**src/rtl/rfft_pkg.sv**
```systemverilog
// Shared definitions for the real-FFT input loader.
// Holds frame geometry, the default sample width, the loader state type
// and the 8-bit bit-reversal helper used when RFFT_LOADER_BITREV_EN is defined.
package rfft_pkg;

  localparam int N_POINTS   = 256;
  localparam int N_BANKS    = 4;
  localparam int ADDR_W     = 6;
  localparam int DATA_WIDTH = 32;

  typedef enum logic [1:0] {
    LOAD  = 2'd0,
    START = 2'd1,
    WAIT  = 2'd2
  } loader_state_t;

  // Reverse the bit order of an 8-bit complex index.
  function automatic logic [7:0] bitrev8(input logic [7:0] k);
    logic [7:0] r;
    for (int i = 0; i < 8; i++) begin
      r[i] = k[7 - i];
    end
    return r;
  endfunction

endpackage

```
**src/rtl/rfft_bank_map.sv**
```systemverilog
// Complex index to bank/address mapping for the loader.
// With RFFT_LOADER_BITREV_EN defined the index is bit-reversed before the
// split: upper two bits select the bank (one-hot), lower six the word address.
module rfft_bank_map
  import rfft_pkg::*;
(
  input  logic [7:0]         k,
  output logic [N_BANKS-1:0] bank_oh,
  output logic [ADDR_W-1:0]  addr
);

  logic [7:0] k_s;

  // Optional reordering, then split the index into one-hot bank and word address.
  always_comb begin
`ifdef RFFT_LOADER_BITREV_EN
    k_s = bitrev8(k);
`else
    k_s = k;
`endif
    addr = k_s[5:0];
    case (k_s[7:6])
      2'd0:    bank_oh = 4'b0001;
      2'd1:    bank_oh = 4'b0010;
      2'd2:    bank_oh = 4'b0100;
      2'd3:    bank_oh = 4'b1000;
      default: bank_oh = 4'b0000;
    endcase
  end

endmodule

```
**src/rtl/rfft_loader.sv**
```systemverilog
// Real-FFT input loader: packs 512 real samples into 256 complex words
// (even sample -> real half, odd sample -> imaginary half) spread over four
// banks, then pulses fft_start and waits for a rising edge of fft_done.
// Optional build macro: RFFT_LOADER_BITREV_EN (bit-reversed bank placement).
module rfft_loader
  import rfft_pkg::*;
#(
  parameter int WIDTH = DATA_WIDTH
)
(
  input  logic                 Clk,
  input  logic                 Reset_n,
  input  logic [WIDTH-1:0]     s_data,
  input  logic                 s_valid,
  input  logic                 s_last,
  output logic                 s_ready,
  output logic [N_BANKS-1:0]   wr_en,
  output logic [ADDR_W-1:0]    wr_addr,
  output logic [2*WIDTH-1:0]   wr_data,
  output logic                 fft_start,
  input  logic                 fft_done,
  output logic                 frame_err
);

  loader_state_t state_r;
  loader_state_t state_s;

  logic [8:0]         cnt_r;
  logic [WIDTH-1:0]   even_r;
  logic               done_q_r;
  logic               s_ready_r;
  logic [N_BANKS-1:0] wr_en_r;
  logic [ADDR_W-1:0]  wr_addr_r;
  logic [2*WIDTH-1:0] wr_data_r;
  logic               fft_start_r;
  logic               frame_err_r;

  logic               xfer_s;
  logic               final_smp_s;
  logic               early_last_s;
  logic               done_rise_s;
  logic [N_BANKS-1:0] bank_oh_s;
  logic [ADDR_W-1:0]  addr_s;

  assign xfer_s       = s_valid && s_ready_r;
  assign final_smp_s  = (cnt_r == 9'd511);
  assign early_last_s = xfer_s && s_last && !final_smp_s;
  // fft_done is a sticky level, so only its 0->1 edge releases WAIT.
  assign done_rise_s  = fft_done && !done_q_r;

  rfft_bank_map u_bank_map (
    .k       (cnt_r[8:1]),
    .bank_oh (bank_oh_s),
    .addr    (addr_s)
  );

  // Next-state logic: LOAD until the 512th sample, one START cycle, WAIT for done edge.
  always_comb begin
    state_s = state_r;
    case (state_r)
      LOAD: begin
        if (xfer_s && final_smp_s) begin
          state_s = START;
        end else begin
          state_s = LOAD;
        end
      end
      START: begin
        state_s = WAIT;
      end
      WAIT: begin
        if (done_rise_s) begin
          state_s = LOAD;
        end else begin
          state_s = WAIT;
        end
      end
      default: begin
        state_s = LOAD;
      end
    endcase
  end

  // State register.
  always_ff @(posedge Clk) begin
    if (!Reset_n) begin
      state_r <= LOAD;
    end else begin
      state_r <= state_s;
    end
  end

  // Sample counter, even-sample holding register, bank write port and status outputs.
  always_ff @(posedge Clk) begin
    if (!Reset_n) begin
      cnt_r       <= 9'd0;
      even_r      <= {WIDTH{1'b0}};
      done_q_r    <= 1'b0;
      s_ready_r   <= 1'b0;
      wr_en_r     <= {N_BANKS{1'b0}};
      wr_addr_r   <= {ADDR_W{1'b0}};
      wr_data_r   <= {(2*WIDTH){1'b0}};
      fft_start_r <= 1'b0;
      frame_err_r <= 1'b0;
    end else begin
      done_q_r    <= fft_done;
      s_ready_r   <= (state_s == LOAD);
      // START has already followed the final write, so the pulse lands one cycle after it.
      fft_start_r <= (state_r == START);
      wr_en_r     <= {N_BANKS{1'b0}};
      if (state_r == WAIT) begin
        cnt_r <= 9'd0;
      end else if (early_last_s) begin
        // Short frame: drop the partial frame including any pending even sample.
        cnt_r       <= 9'd0;
        frame_err_r <= 1'b1;
      end else if (xfer_s) begin
        cnt_r <= cnt_r + 9'd1;
        if (final_smp_s && !s_last) begin
          frame_err_r <= 1'b1;
        end
        if (cnt_r[0] == 1'b0) begin
          even_r <= s_data;
        end else begin
          wr_en_r   <= bank_oh_s;
          wr_addr_r <= addr_s;
          wr_data_r <= {even_r, s_data};
        end
      end
    end
  end

  assign s_ready   = s_ready_r;
  assign wr_en     = wr_en_r;
  assign wr_addr   = wr_addr_r;
  assign wr_data   = wr_data_r;
  assign fft_start = fft_start_r;
  assign frame_err = frame_err_r;

endmodule

```
**config.mk**
```make
export PLATFORM = sky130hd
export DESIGN_NAME = rfft_loader
export DESIGN_NICKNAME = d
export VERILOG_FILES = /design/src/rtl/rfft_pkg.sv /design/src/rtl/rfft_bank_map.sv /design/src/rtl/rfft_loader.sv
export SDC_FILE = /design/constraint.sdc
export NUM_CORES = 1
export LEC_CHECK = 0
export CORE_MARGIN = 3
export CORE_UTILIZATION = 23
export DETAILED_ROUTE_END_ITERATION = 10
export GPL_ROUTABILITY_DRIVEN = 0
export PLACE_DENSITY = 0.52
export SETUP_SLACK_MARGIN = 0.05
export SKIP_CTS_REPAIR_TIMING = 1
export SLEW_MARGIN = 40
export SYNTH_ARGS = -nofsm -noshare
export SYNTH_HDL_FRONTEND = slang
export SYNTH_SLANG_ARGS = --single-unit
```
**constraint.sdc**
```tcl
create_clock -name Clk -period 2.7 [get_ports Clk]
set_clock_uncertainty 0.1 [all_clocks]
set_input_delay 0.81 -clock Clk [delete_from_list [all_inputs] [get_ports Clk]]
set_output_delay 0.81 -clock Clk [all_outputs]
set_load 0.05 [all_outputs]
```
==> metrics.md, run 1 <==
| Metric | Value |
|---|---|
| Number of warnings issued by yosys | 0 |
| Multi-input logic area | a little under 0.002 mm² |
| Final Max Tran Viols | 0 |
| Clk sinks | ~120 |
| DR vias | 3510 |
| Cell count after synthesis | 461 |
| Total iterations of the first detailed-routing run | 4 |
| Yosys reg bits | between 100 and 150 |
| Data required, critical path | ~1.8 ns |
| Layout area overhead | 44.5% |
| Cell row count | 51 |
| CTS tree | done |
| GRT Total Usage | approximately a tenth |
| Slowest CP cell | clkdlybuf4s50_1 |
| Fin area | about 0.0066 mm² |
| PnR worst setup slack | about 0.19 ns |
| Antenna Cells | 0 |
| Clock buffer depth | 2 |
| Placed instance area | around 0.0060 mm² |
| Setup Viol. Count Final | 0 |
| Register area | roughly 0.0024 mm² |
| Period minus WS final | between 2 and 3 ns |
| Clock-pin slew on the worst setup and hold paths | approximately 0.06 ns |
| Fmax | around 400 MHz |
| Cell variety after synth | 32 |
| Max-slew headroom | 62.8% |
| Share of cells above drive strength 1 | under 10% |
| EDFF count, synth | 0 |
| Initial antenna violation count | 0 |
| CP bufs+invs | 1 |
| CP arrival | 1.60 ns |
| GRT Residual Overflow | 0 |
| Io pins | between 100 and 150 |
| CP Max Fanout | 2 |
| Initial Util | 23.5% |
| Synth Cell Area | ~0.0046 mm² |
| Worst Hold Class | reg2reg |
| CP max stage delay | a little over 0.8 ns |
| TNS Setup | 0 ns |
| Global-route wire length before repair | 18.2 mm |
| Drt first-iter violations | between 100 and 150 |
| PwrDens | between 600 and 700 mW/mm² |
| Detailed placement HPWL | about 7.4 mm |
| Sequential fraction of the synthesis area | a little over half |
| FFs w/ async S/R, synth | 0% |
| Filler cells | between 2000 and 2500 |
| CP cell instances | clkdlybuf4s50_1 |
| Top_reg_cell synth | dfxtp_1 |
| Number of global-route vias before repair | about 3600 |
| Synthesized net count | 500 |
| Hold slack | approximately 0.36 ns |
| Worst Tran Pin Value | around 0.56 ns |
| CTS buffer count | 17 |
| CP Class | reg2out |
| LEAKAGE | between 0.002 and 0.0025 µW |
| Pre-CTS setup slack | roughly 0.030 ns |
| Vias per cell | 4.12 |
| Post-Route WL | roughly 11 mm |
| Util after Layout | roughly 34% |
| Core area | between 0.015 and 0.02 mm² |
| RSZ-0062 raised after global routing | no |
| Wire per inst | ~13 µm |
| Mean Syn Cell Area | 9.96 µm² |
| Setup crit end kind | output pin |
| Die area | roughly 0.022 mm² |
| Worst-skew pair later-pin latency | ~0.4 ns |
| DRC Markers | 0 |
| Routed Antenna Nets | 0 |
| # port buffers | around 110 |
| Outcome | complete, no violations |
| Largest net degree at the start of global routing | 94 |
| Delay-heaviest family, CP | buffers and inverters |
| Worst setup SP type | register |
| Chip Width | about 150 µm |
| Nets | 613 |
| Worst IR drop on VDD | 0.404 mV |
| CTS Root Cell | clkbuf_16 |
| H-tree levels | 4 |
| Die height | around 150 µm |
| Max cap viols | 0 |
| Final hold vios | 0 |
| Period utilization | 92.9% |
-- synth_stat cells, types with 3 or more instances --
cell type / instances / share of area [%]
nor2_1: 3 / 0.25
nand2_1: 147 / 12
nand3_1: 4 / 0.44
buf_6: 11 / 2.7
nor3_1: 5 / 0.55
dfxtp_1: 121 / 53
inv_1: 5 / 0.41
mux2i_1: 102 / 22
a21oi_1: 7 / 0.76
or3_1: 3 / 0.41
clkbuf_1: 18 / 1.5
and2_1: 3 / 0.41
o21ai_0: 5 / 0.55
-- routing by layer --
layer | wire length [µm] | share of wire (%) | track usage, % | vias up
met5 | 0 | 0 | 0 | -
met4 | 227 | 2.1 | 4.89 | 0
met3 | 498 | 4.5 | 3.24 | 18
met2 | 5290 | 48 | 17.2 | 90
met1 | 4940 | 45 | 12.4 | 1647
li1 | - | - | - | 1755
-- power by group --
part           internal (µW)  total (µW)  leakage [µW]  switching, µW
registers               1810        1830      0.000978           12.3
clock network           1590        2400      0.000302            813
logic                    106         234      0.000986            128
total                   3510        4460       0.00227            953
-- final cells by class --
type | count | area share [%]
clock inverters | 12 | 2.58
inverters | 5 | 0.283
clock buffers | 20 | 6.89
multi-input cells | 305 | 29.5
repair buffers | 124 | 19.2
well taps | 265 | 5.00
flip-flops and latches | 121 | 36.5
-- state kept, by name (all words and copies together) (netlist names) --
name and flops:
s_ready 1, frame_err 1, state_r 2, even_r 32, fft_start 1, done_q_r 1, wr_data 64, cnt_r 9
wr_en 4, wr_addr 6
-- stage by stage --
| step | std cells | total power [µW] |
|---|---|---|
| after CTS | 852 | 4540 |
| after detailed placement | 820 | 2100 |
| final | 852 | 4460 |
| after floorplan | 461 | 2000 |
| after global placement | 820 | 2100 |
| after global routing | 852 | 4620 |
-- logic make-up (layout without fill, tap and decap cells) --
kind of cell               after synthesis  count (layout)  synth area share, %
xor gates and xnor gates                 3               3                0.572
and+or+nand+nor                        180             180                 16.8
DFF                                    121             121                 52.8
AOI/OAI and AO/OA                       18              18                 2.34
adders and majority gates                2               2                0.545
muxes                                  102             102                 22.2
buffers and inverters                   35             161                 4.74
-- cell usage in the layout (no fill, tap or decap), types with 5 or more instances in the layout --
master           netlist  final
buf_12                 0      5
nand2_1              147    147
clkbuf_16              0     17
inv_1                  5      5
dfxtp_1              121    120
buf_4                  1      8
nor3_1                 5      5
a21oi_1                7      7
o21ai_0                5      5
clkdlybuf4s50_1        0    110
mux2i_1              102    102
-- path summary, 6_finish.rpt --
check                           start  cells after the start                       end  slack, ns
max reg2reg     cnt_r[0]$_SDFFE_PP0N_                      9  wr_data[40]$_SDFFE_PN0P_       0.33
min          wr_data[13]$_SDFFE_PN0P_                      2  wr_data[13]$_SDFFE_PN0P_       0.36
max          wr_data[33]$_SDFFE_PN0P_                      1               wr_data[33]       0.19
min reg2reg  wr_data[13]$_SDFFE_PN0P_                      2  wr_data[13]$_SDFFE_PN0P_       0.36
Power figures use the tool's default switching activity.
==> run 2, diff against run 1 <==
CAP_MARGIN = 20   (was default)
CORE_UTILIZATION = 49   (was 23)
GPL_TIMING_DRIVEN = 0   (was default)
PLACE_DENSITY = 0.89   (was 0.52)
==> metrics.md, run 2 (synthesized netlist as in run 1, its figures left out) <==
| Metric | Value |
|---|---|
| Core area | ~0.0089 mm² |
| Period utilization | 96.1% |
| Detailed placement HPWL | ~7.9 mm |
| Layout area overhead | 40.0% |
| Global-route wire length before repair | about 18 mm |
| Clock-pin slew on the worst setup and hold paths | approximately 0.060 ns |
| Largest register FFs | 64 |
| Worst Hold Class | reg2reg |
| Final hold vios | 0 |
| Wire per inst | 15.9 µm |
| DRC Markers | 0 |
| Fmax | a little under 400 MHz |
| DR vias | between 3000 and 4000 |
| Routed Antenna Nets | 0 |
| Max cap viols | 0 |
| CP cell instances | clkdlybuf4s50_1 |
| Non-Filler Instances | approximately 700 |
| CTS tree | done |
| Largest net degree at the start of global routing | 17 |
| Setup crit end kind | output pin |
| Placed Cells | a little under 700 |
| Final Max Tran Viols | 0 |
| Post-Route WL | 11.3 mm |
| Clk sinks | 121 |
| CP max stage delay | 0.84 ns |
| Vias per cell | 5.13 |
| Cell row count | 34 |
| Chip Width | roughly 100 µm |
| Die height | roughly 100 µm |
| Worst IR drop on VDD | about 0.46 mV |
| Worst setup SP type | register |
| Share of cells above drive strength 1 | between 7 and 8% |
| Nets | 632 |
| Data required, critical path | ~1.8 ns |
| Outcome | complete, no violations |
| LEAKAGE | 0.00225 µW |
| Filler cells | 615 |
| Initial Util | approximately half |
| Worst-skew pair later-pin latency | 0.50 ns |
| # port buffers | about 110 |
| RSZ-0062 raised after global routing | no |
| Clock buffer depth | 2 |
| Period minus WS final | between 2 and 3 ns |
| Io pins | roughly 110 |
| Max-slew headroom | about three fifths |
| Die area | between 0.01 and 0.015 mm² |
| CTS buffer count | 17 |
| GRT Total Usage | around 22% |
| Util after Layout | between 70% and 80% |
| Total iterations of the first detailed-routing run | 4 |
| Startpoint of the worst hold path | wr_data[57]$_SDFFE_PN0P_ |
| CP Class | reg2out |
| TNS Setup | 0 ns |
| Delay-heaviest family, CP | buffers and inverters |
| PnR worst setup slack | between 0.1 and 0.15 ns |
| GRT Residual Overflow | 0 |
| CP arrival | ~1.7 ns |
| CTS Root Cell | clkbuf_8 |
| H-tree levels | 4 |
| Hold slack | 0.354 ns |
| PwrDens | 652 mW/mm² |
| CP Max Fanout | 2 |
| Drt first-iter violations | ~120 |
| Number of global-route vias before repair | around 3900 |
| Antenna Cells | 0 |
| Setup Viol. Count Final | 0 |
| Reg-to-reg startpoint | cnt_r[0]$_SDFFE_PP0N_ |
| Pre-CTS setup slack | -0.0823 ns |
| Slowest CP cell | clkdlybuf4s50_1 |
| Initial antenna violation count | 0 |
| Most common cell after layout, fill and taps aside | nand2_1 |
| Setup crit start | wr_data[31]$_SDFFE_PN0P_ |
| Worst Tran Pin Value | roughly 0.58 ns |
| CP bufs+invs | 1 |
| Commonest cells after routing, fill and taps aside | 147 x nand2_1, 121 x dfxtp_1, 112 x clkdlybuf4s50_1, 102 x mux2i_1, 18 x clkbuf_1 |
[run 2: per-stage QoR]
| stage | area, µm² | power [µW] |
|---|---|---|
| 5_1_grt | 6430 | 4320 |
| 4_1_cts | 6420 | 4210 |
| 3_3_place_gp | 5860 | 2100 |
| 2_1_floorplan | 4590 | 2000 |
| 6_report | 6430 | 4190 |
| 3_5_place_dp | 5860 | 2110 |
[run 2: final cells by class]
cell class	count	area [µm²]	area share, %
plain buffers	30	199	3.10
inverters	5	18.8	0.292
clock buffers	18	428	6.66
clock inverters	14	139	2.16
flip-flops and latches	121	2420	37.7
repair buffers	113	1130	17.6
well taps	108	135	2.10
multi-input cells	305	1950	30.4
[run 2: final timing paths]
path	endpoint	slack [ns]	cells past startpoint
hold / removal	wr_data[57]$_SDFFE_PN0P_	0.35	2
setup / recovery	wr_data[31]	0.11	1
setup reg to reg	wr_data[32]$_SDFFE_PN0P_	0.26	9
hold reg to reg	wr_data[57]$_SDFFE_PN0P_	0.35	2
[run 2: report_power, final]
| part | internal (µW) | switching, µW | leakage, µW |
|---|---|---|---|
| logic | 107 | 137 | 0.00100 |
| clock network | 1260 | 856 | 0.000266 |
| registers | 1810 | 13.1 | 0.000978 |
[run 2: layer usage]
layer / vias up / GRT usage (%) / wire (µm)
met4: 0 / 8.67 / 153
met1: 1732 / 25.8 / 4850
met5: - / 0 / 0
li1: 1798 / - / -
met3: 16 / 8.39 / 845
met2: 120 / 36.7 / 5480
